==> config.mk <==
export PLATFORM = sky130hd
export DESIGN_NAME = rr_resource_arbiter
export DESIGN_NICKNAME = d
export VERILOG_FILES = /design/src/rtl/arb_pkg.sv /design/src/rtl/rr_priority_pick.sv /design/src/rtl/rr_resource_arbiter.sv
export SDC_FILE = /design/constraint.sdc
export NUM_CORES = 1
export LEC_CHECK = 0
export CAP_MARGIN = 0
export CELL_PAD_IN_SITES_DETAIL_PLACEMENT = 1
export CELL_PAD_IN_SITES_GLOBAL_PLACEMENT = 1
export CORE_AREA = 2 2 47 58
export DETAILED_ROUTE_END_ITERATION = 12
export DIE_AREA = 0 0 49 60
export HOLD_SLACK_MARGIN = 0.1
export PLACE_DENSITY = 0.81
export SETUP_SLACK_MARGIN = 0.4
export SLEW_MARGIN = 20
export SYNTH_ARGS = -nofsm -noshare
export SYNTH_HDL_FRONTEND = slang
export SYNTH_SLANG_ARGS = --single-unit
export TNS_END_PERCENT = 10
==> constraint.sdc <==
create_clock -name clk -period 3.8 [get_ports clk]
set_input_delay 0.57 -clock clk [delete_from_list [all_inputs] [get_ports clk]]
set_output_delay 0.57 -clock clk [all_outputs]
set_load 0.03 [all_outputs]
==> src/rtl/arb_pkg.sv <==
// Shared types, constants and helpers for the round-robin resource arbiter.
package arb_pkg;

    localparam int unsigned STATE_W      = 2;
    localparam int unsigned HOLD_W       = 8;
    localparam int unsigned HOLD_MAX_DEF = 16;
    localparam int unsigned N_REQ_MAX    = 16;

    typedef enum logic [STATE_W-1:0] {
        ST_IDLE  = 2'd0,
        ST_GRANT = 2'd1,
        ST_GAP   = 2'd2
    } state_e;

    // One-hot vector with bit idx set; all-zero when idx is out of range.
    function automatic logic [N_REQ_MAX-1:0] onehot(input int unsigned idx, input int unsigned n);
        logic [N_REQ_MAX-1:0] v;
        v = N_REQ_MAX'(1) << idx;
        if (idx >= n) begin
            v = '0;
        end
        return v;
    endfunction

endpackage

==> src/rtl/rr_priority_pick.sv <==
// Rotating-priority selector: first set request at ptr, ptr+1, ... (mod N_REQ).
module rr_priority_pick #(
    parameter int unsigned N_REQ = 4,
    parameter int unsigned IDW   = (N_REQ > 1) ? $clog2(N_REQ) : 1
) (
    input  logic [N_REQ-1:0] req_i,
    input  logic [IDW-1:0]   ptr_i,
    output logic [IDW-1:0]   winner_o,
    output logic             any_req_o
);

    logic [2*N_REQ-1:0] dbl;
    logic [N_REQ-1:0]   rot;
    logic [IDW:0]       sum;

    // Rotate so bit k is the request at offset k from ptr; lowest offset wins.
    always_comb begin
        dbl       = {req_i, req_i} >> ptr_i;
        rot       = N_REQ'(dbl);
        winner_o  = '0;
        any_req_o = 1'b0;
        sum       = '0;
        for (int k = N_REQ - 1; k >= 0; k--) begin
            if (rot[k]) begin
                sum = {1'b0, ptr_i} + (IDW+1)'(k);
                if (sum >= (IDW+1)'(N_REQ)) begin
                    sum = sum - (IDW+1)'(N_REQ);
                end
                winner_o  = IDW'(sum);
                any_req_o = 1'b1;
            end
        end
    end

endmodule

==> src/rtl/rr_resource_arbiter.sv <==
// Round-robin single-owner resource arbiter (IDLE -> GRANT -> GAP Mealy FSM).
// Define ARB_REG_OUT_EN to register gnt/gnt_id/timeout through one D-FF stage.
module rr_resource_arbiter
    import arb_pkg::*;
#(
    parameter  int unsigned N_REQ    = 4,
    parameter  int unsigned HOLD_MAX = HOLD_MAX_DEF,
    localparam int unsigned IDW      = (N_REQ > 1) ? $clog2(N_REQ) : 1
) (
    input  logic             clk,
    input  logic             reset,
    input  logic [N_REQ-1:0] req,
    input  logic             rel,
    output logic [N_REQ-1:0] gnt,
    output logic [IDW-1:0]   gnt_id,
    output logic             timeout
);

    state_e              state_q, state_d;
    logic [IDW-1:0]      ptr_q, ptr_d;
    logic [IDW-1:0]      owner_q, owner_d;
    logic [HOLD_W-1:0]   hold_cnt_q, hold_cnt_d;

    logic [IDW-1:0]      winner;
    logic                any_req;
    logic [IDW-1:0]      ptr_next;

    logic [N_REQ-1:0]    gnt_c;
    logic [IDW-1:0]      gnt_id_c;
    logic                timeout_c;

    rr_priority_pick #(
        .N_REQ (N_REQ),
        .IDW   (IDW)
    ) u_pick (
        .req_i     (req),
        .ptr_i     (ptr_q),
        .winner_o  (winner),
        .any_req_o (any_req)
    );

    assign ptr_next = (owner_q == IDW'(N_REQ - 1)) ? '0 : owner_q + IDW'(1);

    // State, pointer, owner and hold counter registers.
    always_ff @(posedge clk) begin
        if (reset) begin
            state_q    <= ST_IDLE;
            ptr_q      <= '0;
            owner_q    <= '0;
            hold_cnt_q <= '0;
        end else begin
            state_q    <= state_d;
            ptr_q      <= ptr_d;
            owner_q    <= owner_d;
            hold_cnt_q <= hold_cnt_d;
        end
    end

    // Next-state and Mealy outputs; reset forces outputs low in the same cycle.
    always_comb begin
        state_d    = state_q;
        ptr_d      = ptr_q;
        owner_d    = owner_q;
        hold_cnt_d = hold_cnt_q;
        gnt_c      = '0;
        gnt_id_c   = '0;
        timeout_c  = 1'b0;

        case (state_q)
            ST_IDLE: begin
                if (any_req) begin
                    gnt_c      = N_REQ'(onehot(32'(winner), N_REQ));
                    gnt_id_c   = winner;
                    owner_d    = winner;
                    hold_cnt_d = '0;
                    state_d    = ST_GRANT;
                end
            end
            ST_GRANT: begin
                if (rel || !req[owner_q]) begin
                    ptr_d   = ptr_next;
                    state_d = ST_GAP;
                end else if (hold_cnt_q == HOLD_W'(HOLD_MAX - 1)) begin
                    timeout_c = 1'b1;
                    ptr_d     = ptr_next;
                    state_d   = ST_GAP;
                end else begin
                    gnt_c      = N_REQ'(onehot(32'(owner_q), N_REQ));
                    gnt_id_c   = owner_q;
                    hold_cnt_d = hold_cnt_q + HOLD_W'(1);
                end
            end
            ST_GAP: begin
                state_d = ST_IDLE;
            end
            default: begin
                state_d = ST_IDLE;
            end
        endcase

        if (reset) begin
            gnt_c     = '0;
            gnt_id_c  = '0;
            timeout_c = 1'b0;
        end
    end

`ifdef ARB_REG_OUT_EN
    logic [N_REQ-1:0] gnt_q;
    logic [IDW-1:0]   gnt_id_q;
    logic             timeout_q;

    // Glitch-free output stage, one cycle behind the Mealy values.
    always_ff @(posedge clk) begin
        if (reset) begin
            gnt_q     <= '0;
            gnt_id_q  <= '0;
            timeout_q <= 1'b0;
        end else begin
            gnt_q     <= gnt_c;
            gnt_id_q  <= gnt_id_c;
            timeout_q <= timeout_c;
        end
    end

    assign gnt     = gnt_q;
    assign gnt_id  = gnt_id_q;
    assign timeout = timeout_q;
`else
    assign gnt     = gnt_c;
    assign gnt_id  = gnt_id_c;
    assign timeout = timeout_c;
`endif

endmodule

==> out/results.tsv <==
metric	value	unit
status	finished, final reports clean	
Worst Hold Slack	0.4879	ns
pre-CTS setup slack	0.3419	ns
r2r startpoint	state_q[0]$_SDFFE_PP0P_	
final instance area	1204	um^2
WL met1	1.052	mm
Final ANT Viol Nets	0	
Netlist cell types	44	
via count	991	
Setup Crit Path Kind	primary input to primary output	
Mapped Area	992.2	um^2
met2 wire length	1.570	mm
# IOs	14	
commonest non-fill, non-tap cell in the layout	dfxtp_1	
setup TNS	0	ns
Fin. Hold Viols	0	
clock sinks	14	
Worst Path Arrival	2.77	ns
CP startpoint	req[3]	
Post-Syn Area per Cell	8.480	um^2
Critical Path Sink	gnt_id[0]	
max_cap viols	0	
Final GP Congestion	0.7966	
NetSw	0.0001242	W
core area	2427	um^2
worst hold start	hold_cnt_q[1]$_SDFFE_PP0P_	
vias in the first global route	1138	
Lkg Pwr	0.4029	nW
die area	2940	um^2
Worst VDD drop	0.1556	mV
Nets	145	
chip height	60	um
max frequency	299.0	MHz
Starting Density	40.88	%
initial antenna violation count	0	
Port-buffer cells	13	
Final period util	88.01	%
CTS buffer count	3	
CTS tree	yes	
number of flops mapped to enable cells by yosys	0	
most frequent cells in the layout	dfxtp_1, clkdlybuf4s50_1, nand2_1	
DRC viols	0	
worst stage delay on the critical path	0.62	ns
Syn Nets	129	
CP max-delay cell	or4_4	
Max Buffers Root-to-Sink	2	
H-Tree Depth	1	
Cell Area, Placed	1161	um^2
top sig layer	met4	
crit-path cells	clkdlybuf4s50_1 -> or4_4 -> nand3_1 -> nor3_2 -> a31o_2 -> clkdlybuf4s50_1	
Net Sw Frac	34.74	%
share of cells above drive strength 1	12.98	%
Crit path top cell by count	clkdlybuf4s50_1	
startpoint types	primary input	
Filler Cell Count	312	
postcts setup bufs	0	
yosys warns	0	
number of cells on the worst reg-to-reg path	4	
dominant synthesized flop cell	dfxtp_1	
RR Endpoint	hold_cnt_q[7]$_SDFFE_PP0P_	
clock skew	0.001901	ns
CP Max Fanout	6	
dpl hpwl	2.237	mm
routed vias/inst	6.043	
Slew headroom	58.78	%
Worst-path clk slew	0.08	ns
P_int	0.0002332	W
clock period minus worst slack	3.344	ns
Synth-to-Final Area Change	21.31	%
Critical Path End Type	primary output	
clock share of power	23.5	%
GRT overflow	0	
Multi-input gate area	685.7	um^2
diode count	0	
Clk Latency, worst-skew pair	0.28	ns
metal3 WL	65	um
total track usage	21.40	%
FF+latch area	280.3	um^2
cells after synthesis	117	
R2R Setup Slk	1.82	ns
Hold Crit Class	flip-flop to flip-flop	
CP required	3.23	ns
#FFs+latches synth	14	
Root Buffer	clkbuf_4	
largest net degree at the start of global routing	13	
RSZ-0062 raised after global routing	yes	
PnR worst setup slack	0.4558	ns
PD cells	296.9	nW/um^2
setup violators final	0	
sequential share of power	45.5	%
total number of cells along the worst setup path	6	
combinational share of power	31.1	%
Avg WL per Cell	17.07	um
Starting DRT DRC Count	19	
die width	49	um
WP buf/inv	2	
Slew @ Worst Pin	0.6170	ns
row count	20	
drt first pass iters	2	
first-pass GRT wire length	4.740	mm
max-slew violation count	0	
final wirelength	2.799	mm
critical path's top delay family	buffers and inverters	
Synth async-reset ratio	0	%
register area share after synthesis	28.25	%
[registers in the layout (all words and copies together), names as in the netlist]
register    flops
hold_cnt_q      8
owner_q         2
ptr_q           2
state_q         2
[how the worst min path moves through the flow]
stage                                  to  cells after the start
6_report       hold_cnt_q[1]$_SDFFE_PP0P_                      2
5_1_grt        hold_cnt_q[1]$_SDFFE_PP0P_                      2
4_1_cts        hold_cnt_q[1]$_SDFFE_PP0P_                      2
3_5_place_dp   hold_cnt_q[1]$_SDFFE_PP0P_                      2
3_3_place_gp   hold_cnt_q[7]$_SDFFE_PP0P_                      2
2_1_floorplan  hold_cnt_q[1]$_SDFFE_PP0P_                      2
[cell usage after synthesis (3+ instances only)]
library cell | number | area [um^2]
o31ai_1 | 4 | 30.03
o22ai_1 | 3 | 18.77
nand3_1 | 3 | 15.01
nand4_1 | 3 | 18.77
a21oi_1 | 9 | 45.04
nand2b_1 | 6 | 37.54
nand2_1 | 10 | 37.54
mux2i_1 | 6 | 60.06
dfxtp_1 | 14 | 280.3
nor3_1 | 3 | 15.01
ha_1 | 5 | 62.56
inv_1 | 5 | 18.77
nor2_1 | 3 | 11.26
[worst register-to-register path, stage by stage (launching register included)]
cell and delay (ns):
dfxtp_1 0.38, nor2b_1 0.54, o211ai_1 0.32, or4_1 0.54
a21oi_1 0.15
[cell type report]
class | count | area share, %
Clock buffer | 3 | 1.871
Inverter | 5 | 1.559
Multi-Input combinational cell | 93 | 56.96
Sequential cell | 14 | 23.28
Tap cell | 33 | 3.430
Timing Repair Buffer | 16 | 12.89
[routing by layer]
layer  vias to the layer above  global-route usage (%)
met1                       480                   18.15
met3                        11                   3.000
met5                         -                       0
met4                         0                   16.73
li1                        478                       -
met2                        22                   44.42
[what timing repair did]
action                                  CTS  global route
endpoints found under the setup margin    2             6
endpoints found under the hold margin     0             0
hold buffers                              0             0
resized for setup                         1             3
[kinds of logic (layout without fill, tap and decap cells)]
kind of cell / count (synthesis) / in the layout / synth area share (%)
AO/OA/AOI/OAI: 36 / 36 / 27.24
flip-flops: 14 / 14 / 28.25
buffers and inverters: 10 / 24 / 4.413
multiplexers: 6 / 6 / 6.053
adder cells (fa/ha/maj): 5 / 5 / 6.305
AND/OR/NAND/NOR: 46 / 46 / 27.74
[power groups by stage]
| stage | Clock (W) | Sequential, W | Combinational (W) |
|---|---|---|---|
| after CTS | 0.0000860 | 0.000162 | 0.000110 |
| after global placement | 0 | 0.000165 | 0.000103 |
| after global routing | 0.0000893 | 0.000164 | 0.000120 |
| final | 0.0000839 | 0.000163 | 0.000111 |
| after floorplan | 0 | 0.000161 | 0.0000735 |
| after detailed placement | 0 | 0.000166 | 0.000108 |
[per-stage QoR]
step | instances | power [W] | util (%)
4_1_cts | 164 | 0.0003580 | 49.02
2_1_floorplan | 117 | 0.0002343 | -
3_3_place_gp | 161 | 0.0002685 | 47.84
6_report | 164 | 0.0003574 | 49.59
3_5_place_dp | 161 | 0.0002735 | 47.84
5_1_grt | 164 | 0.0003730 | 49.59
Note: power is estimated with default switching activity, not from simulation.
